`src/rtl/pipe_ctrl_unit.sv`:
```
// Pipelined control unit: decodes the ID opcode, carries a control word down NSTG
// stages, and drives dm_we/rf_we with RAW hazard stall, flush and perf counters.
module pipe_ctrl_unit #(
  parameter int OP_W   = 6,
  parameter int RA_W   = 5,
  parameter int NSTG   = 3,
  parameter int DM_STG = 1,
  parameter int CNT_W  = 32
) (
  input  logic             clk,
  input  logic             reset,
  input  logic             id_valid,
  input  logic [OP_W-1:0]  id_opcode,
  input  logic [RA_W-1:0]  id_rd,
  input  logic [RA_W-1:0]  id_rs1,
  input  logic [RA_W-1:0]  id_rs2,
  input  logic             flush,
  output logic             id_ready,
  output logic             rf_we,
  output logic [RA_W-1:0]  rf_waddr,
  output logic             dm_we,
  output logic             illegal,
  output logic [CNT_W-1:0] retire_cnt,
  output logic [CNT_W-1:0] stall_cnt
);

  if (NSTG < 2 || NSTG > 8) begin : g_bad_nstg
    $error("pipe_ctrl_unit: NSTG out of range");
  end
  if (DM_STG < 0 || DM_STG > NSTG - 2) begin : g_bad_dm
    $error("pipe_ctrl_unit: DM_STG out of range");
  end

  localparam int OP_NOP   = 0;
  localparam int OP_STORE = 3;
  localparam int OP_MAX   = 20;

  // Control word kept as parallel per-field shift registers; dm only travels
  // as far as the stage that consumes it.
  logic [NSTG-1:0]           vld_pipe;
  logic [NSTG-1:0]           rf_pipe;
  logic [NSTG-1:0][RA_W-1:0] rd_pipe;
  logic [DM_STG:0]           dm_pipe;

  logic [31:0] op_ext;
  logic        is_nop, is_store, is_ill, reads_rs;
  logic        dec_rf, dec_dm;
  logic        hazard, accept;
  logic [NSTG-2:0] hit;

  assign op_ext   = 32'(id_opcode);
  assign is_nop   = (op_ext == OP_NOP);
  assign is_store = (op_ext == OP_STORE);
  assign is_ill   = (op_ext > OP_MAX);
  assign reads_rs = ~is_nop & ~is_ill;
  assign dec_rf   = reads_rs & ~is_store;
  assign dec_dm   = is_store;

  // Final stage is excluded: the register file writes in the first half-cycle.
  for (genvar k = 0; k < NSTG - 1; k++) begin : g_haz
    assign hit[k] = vld_pipe[k] & rf_pipe[k] & (|rd_pipe[k]) &
                    ((rd_pipe[k] == id_rs1) | (rd_pipe[k] == id_rs2));
  end

  assign hazard   = reads_rs & (|hit);
  assign id_ready = ~hazard;
  assign accept   = id_valid & ~hazard & ~flush;

  always_ff @(posedge clk or posedge reset) begin
    if (reset) begin
      vld_pipe   <= '0;
      rf_pipe    <= '0;
      rd_pipe    <= '0;
      dm_pipe    <= '0;
      illegal    <= 1'b0;
      retire_cnt <= '0;
      stall_cnt  <= '0;
    end else begin
      vld_pipe[0] <= accept;
      rf_pipe[0]  <= dec_rf;
      rd_pipe[0]  <= id_rd;
      dm_pipe[0]  <= dec_dm;
      // Stages below DM_STG are uncommitted and die on flush as they shift.
      for (int k = 1; k < NSTG; k++) begin
        vld_pipe[k] <= vld_pipe[k-1] & ~(flush && (k - 1) < DM_STG);
        rf_pipe[k]  <= rf_pipe[k-1];
        rd_pipe[k]  <= rd_pipe[k-1];
      end
      for (int k = 1; k <= DM_STG; k++) begin
        dm_pipe[k] <= dm_pipe[k-1];
      end
      illegal <= accept & is_ill;
      if (vld_pipe[NSTG-1])
        retire_cnt <= retire_cnt + CNT_W'(1);
      if (id_valid & hazard & ~flush)
        stall_cnt <= stall_cnt + CNT_W'(1);
    end
  end

  assign dm_we    = vld_pipe[DM_STG] & dm_pipe[DM_STG];
  assign rf_we    = vld_pipe[NSTG-1] & rf_pipe[NSTG-1];
  assign rf_waddr = rd_pipe[NSTG-1];

endmodule

```
`config.mk`:
```
export PLATFORM = sky130hd
export DESIGN_NAME = pipe_ctrl_unit
export DESIGN_NICKNAME = d
export VERILOG_FILES = /design/src/rtl/pipe_ctrl_unit.sv
export SDC_FILE = /design/constraint.sdc
export NUM_CORES = 1
export LEC_CHECK = 0
export CAP_MARGIN = 10
export CORE_ASPECT_RATIO = 2
export CORE_UTILIZATION = 45
export DETAILED_ROUTE_END_ITERATION = 6
export GPL_TIMING_DRIVEN = 0
export PLACE_DENSITY_LB_ADDON = 0.05
export SETUP_SLACK_MARGIN = 0.02
export SYNTH_ARGS = -nofsm -noshare
export SYNTH_HDL_FRONTEND = slang
export SYNTH_SLANG_ARGS = --single-unit
```
`constraint.sdc`:
```
create_clock -name clk -period 3.9 [get_ports clk]
set_input_delay 0.78 -clock clk [delete_from_list [all_inputs] [get_ports clk]]
set_output_delay 0.78 -clock clk [all_outputs]
set_load 0.005 [all_outputs]
```
Word level (Yosys, flattened, before mapping). Index checks and enable logic that the tools add are counted.

Flip-flop bits (word level): 88. Bits of input ports: 25. Output and inout bits: 73. Logic and storage cells: 45.

Add/sub/neg operators: 2. Magnitude comparators: 1. Equal/unequal tests: 5. Bitwise operators: 24. Reductions and logical operators: 4.

Operators with widths (number): 32-bit by 1-bit adder with 32-bit output (second input constant) (2); 32-bit zero test (1); 5-bit equality test (4); 1-bit AND (17); 5-bit OR reduction (2); 6-bit by 2-bit equality test with 1-bit output (second input constant) (1); 6-bit by 5-bit > comparator with 1-bit output (second input constant) (1); 1-bit inverter (5); 1-bit bitwise OR (2); 2-bit OR reduction (1).

Logic depth before layout (Yosys ltp). Gate-level depths: netlist of the first run.

Word-level depth: 9. Mapped depth: 8. Mapped depth without buffers: 7.

Worst setup path before layout of the first run. No wires, ideal clock.

Path kind: input to output. Start: in id_opcode[2]. End: out id_ready. Arrival time: 1502 ps. Required time: 3120 ps. Slack: 1618 ps. Stages on the path: 4. Path buffers: 0. Cell sequence: or3_1 > nor3_4 > nor2_1 > nand2_1.

Longest elaborated chain between the ends: 5. Elaborated cells between the ends (all ways): 7. Those cells by class: order compare: 1; bitwise: 5; reduce/logical: 1.

RTL lines: start: declaration (line 13) `input logic [OP_W-1:0] id_opcode,`; 6-bit by 5-bit > comparator with 1-bit output or 32-bit zero test (tied branches) (line 54, 52); 1-bit inverter (line 55) `assign reads_rs = ~is_nop & ~is_ill;`; 1-bit AND * (line 55); 1-bit AND * (line 65) `assign hazard = reads_rs & (|hit);`; 1-bit inverter * (line 66) `assign id_ready = ~hazard;`; end: declaration (line 18) `output logic id_ready,`.

Every way passes the cells marked *; elsewhere a longest branch is shown, timed or not.

Worst setup path after layout of the first run.
Start: in id_rs2[4]. End: out id_ready.

Longest elaborated chain between the ends: 6. Elaborated cells between the ends (all ways): 9. Those cells by class: eq/ne: 2; bitwise: 6; reduce/logical: 1.

RTL lines: start: declaration (line 16) `input logic [RA_W-1:0] id_rs2,`; 5-bit equality test (line 62) `((rd_pipe[k] == id_rs1) | (rd_pipe[k] == id_rs2));`; 1-bit bitwise OR (line 62); 1-bit AND (line 61) `assign hit[k] = vld_pipe[k] & rf_pipe[k] & (|rd_pipe[k]) &`; 2-bit OR reduction * (line 65); 1-bit AND * (line 65); 1-bit inverter * (line 66).

Marks and branches as above.

==> results of run 1 <==
==> Yosys cell counts (2+ instances only) <==
| cell type | n | area share (%) |
|---|---|---|
| xnor2_1 | 67 | 15 |
| nand3_1 | 21 | 2.7 |
| buf_4 | 6 | 1.1 |
| nor2_1 | 16 | 1.5 |
| or3_1 | 2 | 0.32 |
| ha_1 | 2 | 0.63 |
| buf_2 | 3 | 0.38 |
| nor3_2 | 2 | 0.51 |
| nor3_1 | 3 | 0.38 |
| nand3_2 | 9 | 2.3 |
| nand2_1 | 21 | 2.0 |
| nand4_1 | 19 | 3.0 |
| inv_1 | 9 | 0.85 |
| and4_1 | 3 | 0.66 |
| and2_1 | 5 | 0.79 |
| or4_1 | 2 | 0.38 |
| o211ai_1 | 2 | 0.38 |
| dfrtp_1 | 88 | 56 |
| a21oi_1 | 3 | 0.38 |
| and3_1 | 20 | 3.2 |
| nor4_1 | 2 | 0.32 |
| buf_6 | 3 | 0.85 |
| xor2_1 | 15 | 3.3 |
| o22ai_1 | 2 | 0.32 |
==> flip-flops by register name, summed over array words and instances, names as in the netlist <==
signal      cells
rf_pipe         3
illegal         1
rd_pipe        10
stall_cnt      32
rf_waddr        5
dm_pipe         2
retire_cnt     32
vld_pipe        3
==> power by group through the flow <==
| stage | clock [mW] | sequential (mW) | combinational [mW] |
|---|---|---|---|
| 2_1_floorplan | 0 | 1.00 | 0.0783 |
| 3_3_place_gp | 0 | 1.01 | 0.181 |
| 3_5_place_dp | 0 | 1.01 | 0.189 |
| 4_1_cts | 0.872 | 0.990 | 0.189 |
| 5_1_grt | 0.903 | 0.995 | 0.204 |
| 6_report | 0.841 | 0.992 | 0.185 |
==> metal layers <==
metal,global-route usage [%],part of all wire (%)
met1,20.79,39
met2,33.33,55
met3,4.223,3.9
met4,8.333,2.1
met5,0,0
==> final timing paths <==
kind                            slack (ns)             end  cells past startpoint
worst max-delay path                  0.57        id_ready                      7
worst min-delay path                  0.36      dm_pipe[1]                      0
worst max register to register        1.80    stall_cnt[8]                      7
worst min register to register        0.36      dm_pipe[1]                      0
max in group asynchronous             2.44      dm_pipe[1]                      3
min in group asynchronous             0.84  retire_cnt[18]                      2
==> critical path, stage by stage <==
cell	delay [ns]
clkdlybuf4s50_1	0.54
xnor2_1	0.14
nand3_1	0.09
o22ai_1	0.27
a22o_1	0.23
nand2_1	0.06
clkdlybuf4s50_1	0.44
==> layout make-up <==
cell class | instances | share of cell area [%]
clock buffers | 10 | 4.440
plain buffers | 13 | 1.813
clock inverters | 6 | 1.093
multi-input cells | 228 | 30.13
flip-flops and latches | 88 | 40.91
inverters | 10 | 0.7438
repair buffers | 98 | 18.55
well taps | 100 | 2.325
==> logic make-up (layout without fill, tap and decap cells) <==
logic type,Yosys count,in the layout,synth area share [%]
buf+inv,23,137,3.413
simple gates,132,132,19.75
mux,2,2,0.5689
xor+xnor,82,82,18.14
flops,88,88,55.63
compound gates,10,10,1.864
fa+ha+maj,2,2,0.6320
==> cell usage in the layout, fill, tap and decap left out, types with 2 or more instances in the layout <==
cell type        instances
clkdlybuf4s50_1         97
dfrtp_1                 88
xnor2_1                 67
nand3_1                 21
nand2_1                 21
and3_1                  20
nand4_1                 19
nor2_1                  16
xor2_1                  15
nand3_2                  9
clkbuf_16                9
inv_1                    8
buf_4                    6
and2_1                   5
clkinv_2                 4
and4_1                   3
buf_2                    3
a21oi_1                  3
buf_6                    3
nor3_1                   3
or4_1                    2
or3_1                    2
nor3_2                   2
o22ai_1                  2
o211ai_1                 2
nor4_1                   2
ha_1                     2
==> flow_metrics.py, run 1 <==
metrics = {
    "yosys": {
        "netlist_instances": 339,
        "synthDistinctLibCells": 38,
        "syn_area_um2": 3959,
        "synth_seq_area_share_pct": 55.63,
        "syn-num-nets": 366,
        "async_flop_share_pct": 100.0,
        "ys_seq_elements": 88,
        "synth.avg_cell_area_um2": 11.68,
        "synth_edf_count": 0,
        "ys.flop_type": "dfrtp_1",
        "yosysWarnings": 0,
    },
    "clock_network": {
        "holdBufCountCts": 0,
        "clk_latency_ns": 0.33,
        "cts_root_buf": "clkbuf_16",
        "clockBufferDepth": 2,
        "clkSinkCount": 88,
        "htreeDepth": 3,
        "clkTransAtPathRegs_ns": 0.06,
        "cts_tree": "yes",
        "cts_setup_buffers": 0,
        "cts_buffers": 9,
        "ctsResizeCount": 0,
    },
    "detailed_routing": {
        "drt_iter0_markers": 96,
        "num_vias": 2861,
        "ant_nets": 0,
        "wire_per_inst_um": 14.46,
        "drtPass1Iterations": 4,
        "detail_route.vias_per_cell": 5.174,
        "drc": 0,
        "drt_wl_total_um": 7997,
    },
    "power": {
        "p_int_mw": 1.569,
        "power_frac_clock_pct": 41.7,
        "leakagePower_nw": 2.350,
        "p_sw_mw": 0.4482,
        "pwr-share-comb_pct": 9.1,
        "ir_drop_mv": 0.3963,
        "power_mw": 2.018,
        "p_sw_share_pct": 22.21,
        "seqPwrFrac_pct": 49.1,
        "p_per_area_nw_per_um2": 374.8,
    },
    "floorplanning": {
        "initial_core_util_pct": 46.10,
        "die_y_um": 134.6,
        "coreArea_um2": 8588,
        "std_cell_rows": 48,
        "die_w_um": 68.32,
        "dieArea_um2": 9199,
        "io_pins": 98,
    },
    "placement": {
        "dpl_cell_area_um2": 5085,
        "finalWeightedCongestion": 0.7874,
        "place_hpwl_um": 5919,
        "portBuffers": 97,
        "dp_cells": 537,
        "pre_cts_ws_ns": 0.6009,
    },
    "sta": {
        "fin_crit_sh_pct": 85.30,
        "slew_viol_final": 0,
        "maxSlewHeadroom_pct": 66.23,
        "setup_tns_ns": 0,
        "rsz0062_at_grt": "no",
        "timing_hold_violations_final": 0,
        "setup_viol": 0,
        "period_needed_ns": 3.327,
        "hold_slack_ns": 0.3559,
        "worst_pin_slew_ns": 0.5066,
        "timing.final.ws_setup_ns": 0.5732,
        "fmax_mhz": 300.6,
        "fin_skew_ns": 0.004593,
    },
    "final_layout": {
        "antenna-diode-count": 0,
        "seq_area_um2": 2202,
        "drive_gt1_share_pct": 11.04,
        "multiInputGateArea_um2": 1622,
        "utilization_pct": 62.67,
        "area_delta_synth_final_pct": 35.97,
        "nFillCells": 750,
        "layoutNonFillerInstCount": 553,
        "final_nets": 475,
        "fin_area_um2": 5383,
    },
    "status": {
        "status": "finished clean",
    },
    "global_route": {
        "overflow": 0,
        "grt_pass1_wl_um": 12990,
        "grt_max_degree": 51,
        "antenna_found_initial": 0,
        "grt_pass1_vias": 2808,
        "grtUsageTotal_pct": 18.96,
    },
    "worst_setup_path": {
        "arrival_ns": 2.55,
        "cp.required_ns": 3.12,
        "path_class": "in2out",
        "r2r_start": "rd_pipe[6]",
        "cp-end-kind": "primary output",
        "crit_path_start_kind": "input port",
        "cp-startpoint": "id_rs2[4]",
        "cp_max_fo": 2,
    },
    "run": {
        "drv_cap": 0,
    },
    "hold_path": {
        "hp-class": "reg2reg",
        "hold_start": "dm_pipe[0]",
    },
}
Note: power is estimated with default switching activity, not from simulation.
==> run 2: changes to the inputs <==
- CORE_ASPECT_RATIO: 2 -> 0.7
==> run 2 against run 1 <==
  * Utilization rose by 1.2 points
  * Critical path type unchanged
  * First-iteration DRC count rose by 99%
  * Worst setup slack improved by 0.042 ns
  * Fmax is 1.3% higher
  * Non-clock buffer count unchanged
  * Hold slack worse by 0.0051 ns
  * Sequential power about the same
  * Cell count up 3.6%
  * Critical path depth down 1
  * Register-to-register slack improved by 0.04 ns
  * Sequential cell count is the same
  * Cell area increased by 0.67%
==> flow_metrics.py, run 2 (same netlist as run 1, synthesis figures left out) <==
metrics = {
    "status": {
        "status": "finished clean",
    },
    "worst_setup_path": {
        "crit_path_start_kind": "input port",
        "path_class": "in2out",
        "cp-end-kind": "primary output",
        "cp_max_fo": 4,
        "arrival_ns": 2.50,
        "cp.required_ns": 3.12,
    },
    "global_route": {
        "grt_max_degree": 68,
        "grtUsageTotal_pct": 19.31,
        "antenna_found_initial": 0,
        "grt_pass1_vias": 2813,
        "overflow": 0,
        "grt_pass1_wl_um": 13530,
    },
    "detailed_routing": {
        "drt_iter0_markers": 191,
        "detail_route.vias_per_cell": 5.010,
        "ant_nets": 0,
        "drc": 0,
        "drtPass1Iterations": 4,
        "wire_per_inst_um": 13.92,
        "num_vias": 2871,
        "drt_wl_total_um": 7974,
    },
    "sta": {
        "fin_skew_ns": 0.005818,
        "period_needed_ns": 3.285,
        "fin_crit_sh_pct": 84.23,
        "maxSlewHeadroom_pct": 69.42,
        "fmax_mhz": 304.4,
        "setup_viol": 0,
        "rsz0062_at_grt": "no",
        "slew_viol_final": 0,
        "worst_pin_slew_ns": 0.4587,
        "timing_hold_violations_final": 0,
    },
    "final_layout": {
        "seq_area_um2": 2202,
        "top_regs": "retire_cnt x32, stall_cnt x32, rd_pipe x10",
        "nFillCells": 678,
        "final_common_cell": "clkdlybuf4s50_1",
        "area_delta_synth_final_pct": 36.88,
        "utilization_pct": 63.92,
        "antenna-diode-count": 0,
        "layout_common_cells": "clkdlybuf4s50_1 (97), dfrtp_1 (88), xnor2_1 (67)",
        "drive_gt1_share_pct": 10.82,
        "final_nets": 475,
        "multiInputGateArea_um2": 1622,
        "fin_area_um2": 5419,
    },
    "clock_network": {
        "clockBufferDepth": 2,
        "htreeDepth": 3,
        "cts_setup_buffers": 0,
        "clk_latency_ns": 0.33,
        "ctsResizeCount": 0,
        "cts_root_buf": "clkbuf_16",
        "clkSinkCount": 88,
        "holdBufCountCts": 0,
        "clkTransAtPathRegs_ns": 0.06,
        "cts_tree": "yes",
        "cts_buffers": 9,
    },
    "floorplanning": {
        "die_y_um": 80.48,
        "dieArea_um2": 9183,
        "initial_core_util_pct": 46.69,
        "coreArea_um2": 8478,
        "io_pins": 98,
        "die_w_um": 114.1,
        "std_cell_rows": 28,
    },
    "hold_path": {
        "hp-class": "reg2reg",
    },
    "power": {
        "p_per_area_nw_per_um2": 377.9,
        "leakagePower_nw": 2.351,
        "ir_drop_mv": 0.2313,
    },
    "placement": {
        "dpl_cell_area_um2": 5110,
        "finalWeightedCongestion": 0.8184,
        "place_hpwl_um": 5659,
        "portBuffers": 97,
    },
    "run": {
        "drv_cap": 0,
    },
}
-- run 2: cell count changes in the layout (fill, tap and decap cells not counted), sizes merged --
cell    previous run  this run
clkbuf            11        13
clkinv             5         3
-- run 2: path summary, 6_finish.rpt --
| path | to | slack (ns) | startpoint | cells after the start |
|---|---|---|---|---|
| worst max register to register | stall_cnt[13] | 1.84 | rd_pipe[6] | 7 |
| min in group asynchronous | retire_cnt[5] | 0.76 | reset | 2 |
| max in group asynchronous | rd_pipe[3] | 2.54 | reset | 3 |
| worst max-delay path | id_ready | 0.62 | id_opcode[2] | 6 |
| worst min register to register | dm_pipe[1] | 0.35 | dm_pipe[0] | 0 |
| worst min-delay path | dm_pipe[1] | 0.35 | dm_pipe[0] | 0 |
-- run 2: report_power, final --
group,total [mW],internal [mW],switching (mW)
Clock,0.876,0.532,0.343
Combinational,0.180,0.110,0.0693
Sequential,0.992,0.948,0.0439
-- run 2: stage by stage --
stage               setup slack, ns  std cells  setup TNS, ns  hold slack (ns)  power, mW
finish                       0.6150        573              0           0.3508      2.048
global route                 0.5101        573              0           0.3696      2.137
CTS                          0.6203        573              0           0.3527      2.077
detailed placement           0.6325        557              0           0.3387      1.192
global placement            -0.5910        556         -51.61           0.3355      1.185
floorplan                    0.8414        339              0           0.3312      1.080
-- run 2: metal layers --
metal	wire, um	GRT usage (%)	vias up
met2	3590	29.27	74
met5	0	0	-
li1	-	-	1373
met3	428	7.547	6
met1	3894	25.72	1418
met4	61	5.325	0
-- run 2: worst max-delay path, cell delays in order --
cell	delay (ns)
clkdlybuf4s50_1	0.42
or3_1	0.44
nor3_4	0.20
nor2_1	0.08
nand2_1	0.08
clkdlybuf4s50_1	0.50
-- run 2: area by class of cell --
cell class,instances,area share [%]
buffer,13,1.801
clock inverter,4,0.9698
tap,120,2.771
multi-input combinational,228,29.92
timing repair buffer,98,18.43
inverter,10,0.7389
clock buffer,12,4.733
sequential,88,40.64
